--- src/rtl/menu_select_if.sv ---
// Signal bundle between menu_select (master) and the pixel pipeline / main game (slave).
// The menu side takes the master modport; pipeline, game and bench take slave.
interface menu_select_if #(
  parameter int N_ITEMS = 4,
  parameter int CORDW   = 16
);
  localparam int SELW = $clog2(N_ITEMS);

  logic                    i_frame;
  logic signed [CORDW-1:0] i_sx;
  logic signed [CORDW-1:0] i_sy;
  logic [2:0]              i_key;
  logic                    i_spr_drawing;
  logic [23:0]             i_spr_color;
  logic                    i_main_ready;
  logic                    o_main_start;
  logic [SELW-1:0]         o_sel;
  logic                    o_processing;
  logic                    o_drawing;
  logic [7:0]              o_red;
  logic [7:0]              o_green;
  logic [7:0]              o_blue;
  logic [1:0]              o_dbg_state;

  // Start handshake: o_main_start acts as valid, i_main_ready as ready. Valid rises on
  // the select edge, stays high through the fade and the wait, and drops on the edge
  // where ready is sampled high in HOLD; it never drops without that transfer.
  modport master (
    input  i_frame, i_sx, i_sy, i_key, i_spr_drawing, i_spr_color, i_main_ready,
    output o_main_start, o_sel, o_processing, o_drawing, o_red, o_green, o_blue,
    output o_dbg_state
  );

  modport slave (
    output i_frame, i_sx, i_sy, i_key, i_spr_drawing, i_spr_color, i_main_ready,
    input  o_main_start, o_sel, o_processing, o_drawing, o_red, o_green, o_blue,
    input  o_dbg_state
  );
endinterface

--- src/rtl/menu_select.sv ---
// Multi-item start menu: key-driven cursor, item/sprite rendering, confirm-triggered fade and
// start handshake with the main game. Define MENU_FADE_EN for the scaled fade; else a hard cut.
module menu_select #(
  parameter int          N_ITEMS    = 4,
  parameter int          CORDW      = 16,
  parameter int          ITEM_X     = 300,
  parameter int          ITEM_Y0    = 200,
  parameter int          ITEM_W     = 200,
  parameter int          ITEM_H     = 48,
  parameter int          FADE_STEP  = 4,
  parameter logic [23:0] BG_COLOR   = 24'h00FFFF,
  parameter logic [23:0] ITEM_COLOR = 24'h404040,
  parameter logic [23:0] HL_COLOR   = 24'hFFFF00
) (
  input  logic          i_clk_pix,
  input  logic          i_rst,
  menu_select_if.master bus
);
  localparam int SELW = $clog2(N_ITEMS);

  if (FADE_STEP < 1 || FADE_STEP > 256 || N_ITEMS < 2 || N_ITEMS > 16) begin : g_bad_param
    $error("menu_select: parameter out of range");
  end

  typedef enum logic [1:0] {S_IDLE, S_FADE, S_HOLD, S_DONE} state_e;

  state_e            state_q, state_d;
  logic [SELW-1:0]   cursor_q, cursor_d;
  logic [2:0]        key_q, press;
  logic              drawing_q, drawing_d;
  logic [23:0]       rgb_q, rgb_d;
  logic [23:0]       color;
  logic              hit_any, hit_sel;
  logic signed [CORDW-1:0] sx_c, sy_c;

`ifdef MENU_FADE_EN
  localparam logic [8:0] STEP9 = 9'(FADE_STEP);
  logic [8:0] fade_lvl_q, fade_lvl_d;
`endif

  assign sx_c  = bus.i_sx;
  assign sy_c  = bus.i_sy;
  assign press = bus.i_key & ~key_q;

  always_comb begin
    state_d  = state_q;
    cursor_d = cursor_q;
`ifdef MENU_FADE_EN
    fade_lvl_d = fade_lvl_q;
`endif
    case (state_q)
      S_IDLE: begin
        if (press[0]) begin
          state_d = S_FADE;
        end else if (press[1] && !press[2]) begin
          cursor_d = (cursor_q == SELW'(N_ITEMS-1)) ? '0 : cursor_q + 1'b1;
        end else if (press[2] && !press[1]) begin
          cursor_d = (cursor_q == '0) ? SELW'(N_ITEMS-1) : cursor_q - 1'b1;
        end
      end
      S_FADE: begin
`ifdef MENU_FADE_EN
        if (fade_lvl_q == 9'd0) begin
          state_d = S_HOLD;
        end else if (bus.i_frame) begin
          fade_lvl_d = (fade_lvl_q > STEP9) ? fade_lvl_q - STEP9 : 9'd0;
        end
`else
        if (bus.i_frame) state_d = S_HOLD;
`endif
      end
      S_HOLD: begin
        if (bus.i_main_ready) state_d = S_DONE;
      end
      default: ;
    endcase
  end

  // Signed compare: blanking coordinates are negative and must never hit a box.
  always_comb begin
    int sx, sy, top;
    sx      = int'(sx_c);
    sy      = int'(sy_c);
    top     = 0;
    hit_any = 1'b0;
    hit_sel = 1'b0;
    for (int k = 0; k < N_ITEMS; k++) begin
      top = ITEM_Y0 + k * ITEM_H;
      if (sx >= ITEM_X && sx < ITEM_X + ITEM_W && sy >= top && sy < top + ITEM_H - 4) begin
        hit_any = 1'b1;
        if (cursor_q == SELW'(k)) hit_sel = 1'b1;
      end
    end

    if (bus.i_spr_drawing) color = bus.i_spr_color;
    else if (hit_sel)      color = HL_COLOR;
    else if (hit_any)      color = ITEM_COLOR;
    else                   color = BG_COLOR;

    drawing_d = (state_q != S_DONE) && (bus.i_spr_drawing || hit_any);
`ifdef MENU_FADE_EN
    rgb_d[23:16] = 8'((16'(color[23:16]) * 16'(fade_lvl_q)) >> 8);
    rgb_d[15:8]  = 8'((16'(color[15:8])  * 16'(fade_lvl_q)) >> 8);
    rgb_d[7:0]   = 8'((16'(color[7:0])   * 16'(fade_lvl_q)) >> 8);
`else
    rgb_d = (state_q == S_HOLD || state_q == S_DONE) ? 24'd0 : color;
`endif
    if (state_q == S_DONE) rgb_d = 24'd0;
  end

  always_ff @(posedge i_clk_pix or posedge i_rst) begin
    if (i_rst) begin
      state_q   <= S_IDLE;
      cursor_q  <= '0;
      key_q     <= '0;
      drawing_q <= 1'b0;
      rgb_q     <= '0;
`ifdef MENU_FADE_EN
      fade_lvl_q <= 9'd256;
`endif
    end else begin
      state_q   <= state_d;
      cursor_q  <= cursor_d;
      key_q     <= bus.i_key;
      drawing_q <= drawing_d;
      rgb_q     <= rgb_d;
`ifdef MENU_FADE_EN
      fade_lvl_q <= fade_lvl_d;
`endif
    end
  end

  // Gating on the live state blanks the registered pixel on the very edge DONE is entered.
  assign bus.o_main_start = (state_q == S_FADE) || (state_q == S_HOLD);
  assign bus.o_sel        = cursor_q;
  assign bus.o_processing = (state_q != S_DONE);
  assign bus.o_drawing    = drawing_q && (state_q != S_DONE);
  assign bus.o_red        = (state_q == S_DONE) ? 8'd0 : rgb_q[23:16];
  assign bus.o_green      = (state_q == S_DONE) ? 8'd0 : rgb_q[15:8];
  assign bus.o_blue       = (state_q == S_DONE) ? 8'd0 : rgb_q[7:0];
  assign bus.o_dbg_state  = state_q;
endmodule

--- src/flat_wrapper.sv ---
// flat-port wrapper written by rule: the top's interface ports become plain ports
module menu_select_flat 
#(
  parameter int          N_ITEMS    = 4,
  parameter int          CORDW      = 16,
  parameter int          ITEM_X     = 300,
  parameter int          ITEM_Y0    = 200,
  parameter int          ITEM_W     = 200,
  parameter int          ITEM_H     = 48,
  parameter int          FADE_STEP  = 4,
  parameter logic [23:0] BG_COLOR   = 24'h00FFFF,
  parameter logic [23:0] ITEM_COLOR = 24'h404040,
  parameter logic [23:0] HL_COLOR   = 24'hFFFF00
)
  (i_clk_pix, i_rst, bus_i_frame, bus_i_sx, bus_i_sy, bus_i_key, bus_i_spr_drawing, bus_i_spr_color, bus_i_main_ready, bus_o_main_start, bus_o_sel, bus_o_processing, bus_o_drawing, bus_o_red, bus_o_green, bus_o_blue, bus_o_dbg_state);
  menu_select_if #(.N_ITEMS(N_ITEMS), .CORDW(CORDW)) bus_i ();
  input  logic i_clk_pix;
  input  logic i_rst;
  input wire logic [$bits(bus_i.i_frame)-1:0] bus_i_frame;
  input wire logic [$bits(bus_i.i_sx)-1:0] bus_i_sx;
  input wire logic [$bits(bus_i.i_sy)-1:0] bus_i_sy;
  input wire logic [$bits(bus_i.i_key)-1:0] bus_i_key;
  input wire logic [$bits(bus_i.i_spr_drawing)-1:0] bus_i_spr_drawing;
  input wire logic [$bits(bus_i.i_spr_color)-1:0] bus_i_spr_color;
  input wire logic [$bits(bus_i.i_main_ready)-1:0] bus_i_main_ready;
  output wire logic [$bits(bus_i.o_main_start)-1:0] bus_o_main_start;
  output wire logic [$bits(bus_i.o_sel)-1:0] bus_o_sel;
  output wire logic [$bits(bus_i.o_processing)-1:0] bus_o_processing;
  output wire logic [$bits(bus_i.o_drawing)-1:0] bus_o_drawing;
  output wire logic [$bits(bus_i.o_red)-1:0] bus_o_red;
  output wire logic [$bits(bus_i.o_green)-1:0] bus_o_green;
  output wire logic [$bits(bus_i.o_blue)-1:0] bus_o_blue;
  output wire logic [$bits(bus_i.o_dbg_state)-1:0] bus_o_dbg_state;
  assign bus_i.i_frame = bus_i_frame;
  assign bus_i.i_sx = bus_i_sx;
  assign bus_i.i_sy = bus_i_sy;
  assign bus_i.i_key = bus_i_key;
  assign bus_i.i_spr_drawing = bus_i_spr_drawing;
  assign bus_i.i_spr_color = bus_i_spr_color;
  assign bus_i.i_main_ready = bus_i_main_ready;
  assign bus_o_main_start = bus_i.o_main_start;
  assign bus_o_sel = bus_i.o_sel;
  assign bus_o_processing = bus_i.o_processing;
  assign bus_o_drawing = bus_i.o_drawing;
  assign bus_o_red = bus_i.o_red;
  assign bus_o_green = bus_i.o_green;
  assign bus_o_blue = bus_i.o_blue;
  assign bus_o_dbg_state = bus_i.o_dbg_state;
  menu_select #(.N_ITEMS(N_ITEMS), .CORDW(CORDW), .ITEM_X(ITEM_X), .ITEM_Y0(ITEM_Y0), .ITEM_W(ITEM_W), .ITEM_H(ITEM_H), .FADE_STEP(FADE_STEP), .BG_COLOR(BG_COLOR), .ITEM_COLOR(ITEM_COLOR), .HL_COLOR(HL_COLOR)) u_core (.i_clk_pix(i_clk_pix), .i_rst(i_rst), .bus(bus_i));
endmodule
--- config.mk ---
export PLATFORM = sky130hd
export DESIGN_NAME = menu_select_flat
export DESIGN_NICKNAME = d
export VERILOG_FILES = /design/src/rtl/menu_select_if.sv /design/src/rtl/menu_select.sv /design/src/flat_wrapper.sv
export SDC_FILE = /design/constraint.sdc
export NUM_CORES = 1
export LEC_CHECK = 0
export ABC_AREA = 1
export CAP_MARGIN = 15
export CORE_MARGIN = 2
export CORE_UTILIZATION = 30
export CTS_BUF_LIST = sky130_fd_sc_hd__clkbuf_4
export CTS_CLUSTER_SIZE = 24
export DETAILED_ROUTE_END_ITERATION = 7
export GPL_TIMING_DRIVEN = 0
export SETUP_SLACK_MARGIN = 0.1
export SLEW_MARGIN = 20
export SYNTH_ARGS = -nofsm -noshare
export SYNTH_HDL_FRONTEND = slang
export SYNTH_SLANG_ARGS = --single-unit
--- constraint.sdc ---
create_clock -name i_clk_pix -period 3.11 [get_ports i_clk_pix]
set_input_delay 0.4665 -clock i_clk_pix [delete_from_list [all_inputs] [get_ports i_clk_pix]]
set_output_delay 0.4665 -clock i_clk_pix [all_outputs]
set_load 0.05 [all_outputs]
=== Word level (Yosys, flattened, before mapping) ===
Cells that the tools add are included.

* Bits in registers: 32
* Bits of input ports: 64
* Output and inout port bits: 31

* $add $sub $neg: 2
* $lt $le $gt $ge: 10
* Equality and inequality tests: 10
* Mux-type cells: 28
* Bitwise gates (word level): 3
* Reduce and logical (&&, ||, !) cells: 24

{| class="wikitable"
|+ Operators by type and width
! kind !! number
|-
| $mux 24 || 4
|-
| $lt 16x10->1 const B || 4
|-
| $ge 16x10->1 const B || 3
|-
| $ge 16x9->1 const B || 2
|-
| $mux 8 || 3
|-
| $mux 23 || 1
|-
| $lt 16x9->1 const B || 1
|-
| $mux 2 || 7
|-
| $logic_and 1x1->1 || 13
|-
| $mux 1 || 12
|-
| $eq 2x2->1 const B || 4
|-
| $ne 2x2->1 const B || 3
|-
| $pmux 2 s3 || 1
|-
| $eq 2x1->1 const B || 2
|-
| $logic_not 2->1 || 2
|-
| $reduce_and 4->1 || 1
|-
| $and 3x3->3 || 1
|-
| $logic_or 1x1->1 || 3
|-
| $not 3->3 || 1
|-
| $reduce_and 3->1 || 1
|-
| $reduce_bool 3->1 || 1
|-
| $add 2x1->2 const B || 1
|-
| $logic_not 1->1 || 2
|-
| $ne 2x1->1 const B || 1
|-
| 3 further kinds || 3
|}

=== Longest topological paths before layout ===
* Depth in word-level cells: 15
* Depth in mapped cells: 12

=== Worst setup path after synthesis ===
No wires, ideal clock.

* Kind: register to output
* Start: register u_core.state_q[0] (netlist: u_core.bus.o_dbg_state[0])
* End: output bus_o_blue[0]
* Data arrival time: 1.940 ns
* Data required time: 2.643 ns
* Slack: 0.703 ns
* Cell stages (with the launch flop): 5
* Buffers on the path: 2
* Cells stage by stage: dfrtp_1 ha_1 clkbuf_1 clkbuf_1 nor2_1

* Cells in the longest elaborated chain, start to end: 2

{| class="wikitable"
|+ RTL lines
! item !! RTL line !! RTL
|-
| start: declaration || menu_select.sv:27 || <nowiki>state_e state_q, state_d;</nowiki>
|-
| start signal: assignment || menu_select.sv:122 || <nowiki>state_q <= state_d;</nowiki>
|-
| $eq 2x2->1 || menu_select.sv:140 || <nowiki>assign bus.o_blue = (state_q == S_DONE) ? 8'd0 : rgb_q[7:0];</nowiki>
|-
| $mux 8 || menu_select.sv:140 ||
|-
| end: declaration || flat_wrapper.sv:32 || <nowiki>output wire logic [$bits(bus_i.o_blue)-1:0] bus_o_blue;</nowiki>
|}

No other way between the ends.

=== Final worst setup path ===
* Start: register u_core.state_q[0] (netlist: u_core.bus.o_dbg_state[0])
* End: output bus_o_drawing

* Cells in the longest elaborated chain, start to end: 2

{| class="wikitable"
|+ RTL lines
! item !! RTL line !! RTL
|-
| $ne 2x2->1 || menu_select.sv:137 || <nowiki>assign bus.o_drawing = drawing_q && (state_q != S_DONE);</nowiki>
|-
| $logic_and 1x1->1 || menu_select.sv:137 ||
|-
| end: declaration || flat_wrapper.sv:29 || <nowiki>output wire logic [$bits(bus_i.o_drawing)-1:0] bus_o_drawing;</nowiki>
|}

No other way between the ends.

==> metrics.cfg <==
[place]
pre_cts_slack_ns=0.377
dpl.hpwl_mm=3.77
numPortBuffers=89
gp_congestion=0.778
dpl-instance-area_um2=2920

[min_path]
holdCritPathClass=input port to async pin

[floorplan]
initial_core_util=0.308
rows=29
die_area_um2=7100
chipWidth_um=84.3
ios=95
die_h_um=84.3
core_um2=6280

[routing]
wl_per_cell_um=10.3
dr.pass1.iters=4
drcViolationCount=0
via_count=1924
dr.first_iter.drc_count=63
totalWireLength_mm=4.68
viasPerCell=4.24
ant_nets=0

[clocking]
cts_setup_buffers=0
clock_latency_ns=0.32
cts_tree=yes
htreeDepth=2
cts_buffers=5
cts.sinks=32
cts_max_path_buffers=2
cts_root_buf=clkbuf_4
hold_buffers=0
clk_pin_slew_ns=0.10

[global_route]
overflow=0
antenna_found_initial=0
grt_pass1_vias=1891
grt_usage=0.141
grt_max_degree=33
grt_pass1_wl_mm=8.20

[sta]
slew_headroom=0.558
setup_viol=0
rsz0062_at_grt=false
final_max_slew_viol_count=0
fin_ws_ns=0.274
tightest_slew_ns=0.662
setup_tns_ns=0
hold_viol=0
clock.fmax_ghz=0.353
skew_ns=0.00428
layout_min_cycle_time_ns=2.84
timing.hold.ws_ns=0.553
period_share=0.912

[setup_path]
worstPathArrival_ns=2.37
rr_endpoint=u_core.rgb_q[3]
ff2ff_path_depth=5
worstPathMaxFanout=10
reg2reg_from=u_core.bus.o_dbg_state[0]
slowest_delay_ns=0.83
crit_type=register to output pin
worst_path_max_delay_cell=clkdlybuf4s50_1
crit_path_frequent_cell=clkbuf_2
crit_required_ns=2.64
path_cells=ha_1 -> clkbuf_2 -> clkbuf_2 -> nor2_1 -> clkdlybuf4s50_1
rrSetupSlack_ns=1.57
critPathCaptureType=output pin
start_kind=register

[final_layout]
drive_above_1_share=0.0637
diodes=0
layout_commonest_cell=nor2_1
areaGrowthSynthToFinish_pct=55.5
layout_common_cells=93 x nor2_1, 86 x clkdlybuf4s50_1, 48 x inv_1, 36 x nand2_1, 32 x dfrtp_1
nNetsFinal=449
finalInstanceArea_um2=3010

[synth]
synth_top_family_by_area=simple AND/OR/NAND/NOR gates
syn_area_um2=1930
synth-seq-cells=32
yosysTopAreaCellShare=0.414
synth_fa_ha_area_frac=0.0583
postSynthAreaPerCell_um2=6.90
synth-simple-area-share=0.364
yosysWarnings=0
ys_top_cells_by_area=dfrtp_1 41%, nor2_1 18%, inv_1 9.5%, nand2_1 7.0%, ha_1 5.8%
yosysSeqAreaShare=0.414
syn-instance-count=280
synth_compound_area_frac=0.0466
muxShareOfSynthArea=0
synth_xor_xnor_area_share=0.00453
synth_top_area_cell=dfrtp_1
syn_nets=353
yosysUniqueCellTypes=20

[power_and_ir_drop]
vdd_ir_drop_max_v=0.000770
power_mw=2.68
power_leakage_nw=1.48
power.density_nw_per_um2=892

[status]
status=finished, final reports clean

[flow_run]
timing.max_cap.violations=0

==> power breakdown <==
part	internal, mW	total [mW]	switching (mW)
Combinational	0.566	1.74	1.17
Sequential	0.580	0.644	0.0641
Clock	0.164	0.299	0.135
==> worst max-delay path, delay by kind of cell (launching register included) <==
| family | cells | cell delay, ns |
|---|---|---|
| adder cells (fa/ha/maj) | 1 | 0.21 |
| buffers and inverters | 3 | 1.27 |
| AND/OR/NAND/NOR | 1 | 0.13 |
| flip-flops | 1 | 0.44 |
==> cell families (layout without fill, tap and decap cells) <==
group / after synthesis / count (layout)
AND/OR/NAND/NOR: 165 / 165
buffers and inverters: 56 / 153
adder cells (fa/ha/maj): 9 / 9
flip-flops: 32 / 32
XOR/XNOR: 1 / 1
AO/OA/AOI/OAI: 17 / 17
==> layer usage <==
metal | track usage | wire length, um | share of wire | vias to the layer above
li1 | - | - | - | 1035
met1 | 0.174 | 2130 | 0.45 | 844
met2 | 0.240 | 2270 | 0.48 | 45
met3 | 0.0452 | 286 | 0.061 | 0
met4 | 0.0337 | 0 | 0 | 0
met5 | 0 | 0 | 0 | -
==> state kept, by name (all words and copies together), names as in the netlist <==
signal,count
u_core.rgb_q,24
u_core.key_q,3
u_core.bus.o_dbg_state,2
u_core.bus.o_sel,2
u_core.drawing_q,1
==> per-stage QoR <==
stage | std cells | util
CTS | 454 | 0.478
finish | 454 | 0.479
global placement | 446 | 0.465
detailed placement | 446 | 0.465
global route | 454 | 0.479
floorplan | 280 | -
==> worst max path at each step <==
stage,from,end,slack (ns),cells past startpoint
after CTS,u_core.bus.o_dbg_state[0],bus_o_red[7],0.12,5
after global placement,u_core.bus.o_dbg_state[0],bus_o_drawing,0.40,5
after detailed placement,u_core.bus.o_dbg_state[0],bus_o_red[7],0.38,5
after global routing,u_core.bus.o_dbg_state[0],bus_o_blue[5],0.11,5
after floorplan,u_core.bus.o_dbg_state[0],bus_o_blue[0],0.70,4
final,u_core.bus.o_dbg_state[0],bus_o_drawing,0.27,5
==> Yosys cell counts (all sizes together) <==
library cell and count:
and2 1, buf 1, nand2 42, nand3 17, o211ai 2, dfrtp 32
or2 1, nand4 6, a21oi 7, inv 50, nor2 98, ha 9
clkbuf 5, o21ai 8, xnor2 1
==> area by class of cell <==
cell class / instances / area, um^2
clock buffers: 5 / 37.5
well taps: 77 / 96.3
plain buffers: 6 / 33.8
fillers: 637 / 3270
flip-flops and latches: 32 / 801
inverters: 50 / 188
clock inverters: 3 / 37.5
repair buffers: 89 / 898
multi-input cells: 192 / 915
==> what timing repair did <==
| item | in CTS | in global routing |
|---|---|---|
| pin swaps | 0 | 0 |
| cloned | 0 | 0 |
| setup endpoints to repair | 20 | 20 |
| gates resized for setup | 2 | 5 |
Power figures use the tool's default switching activity.
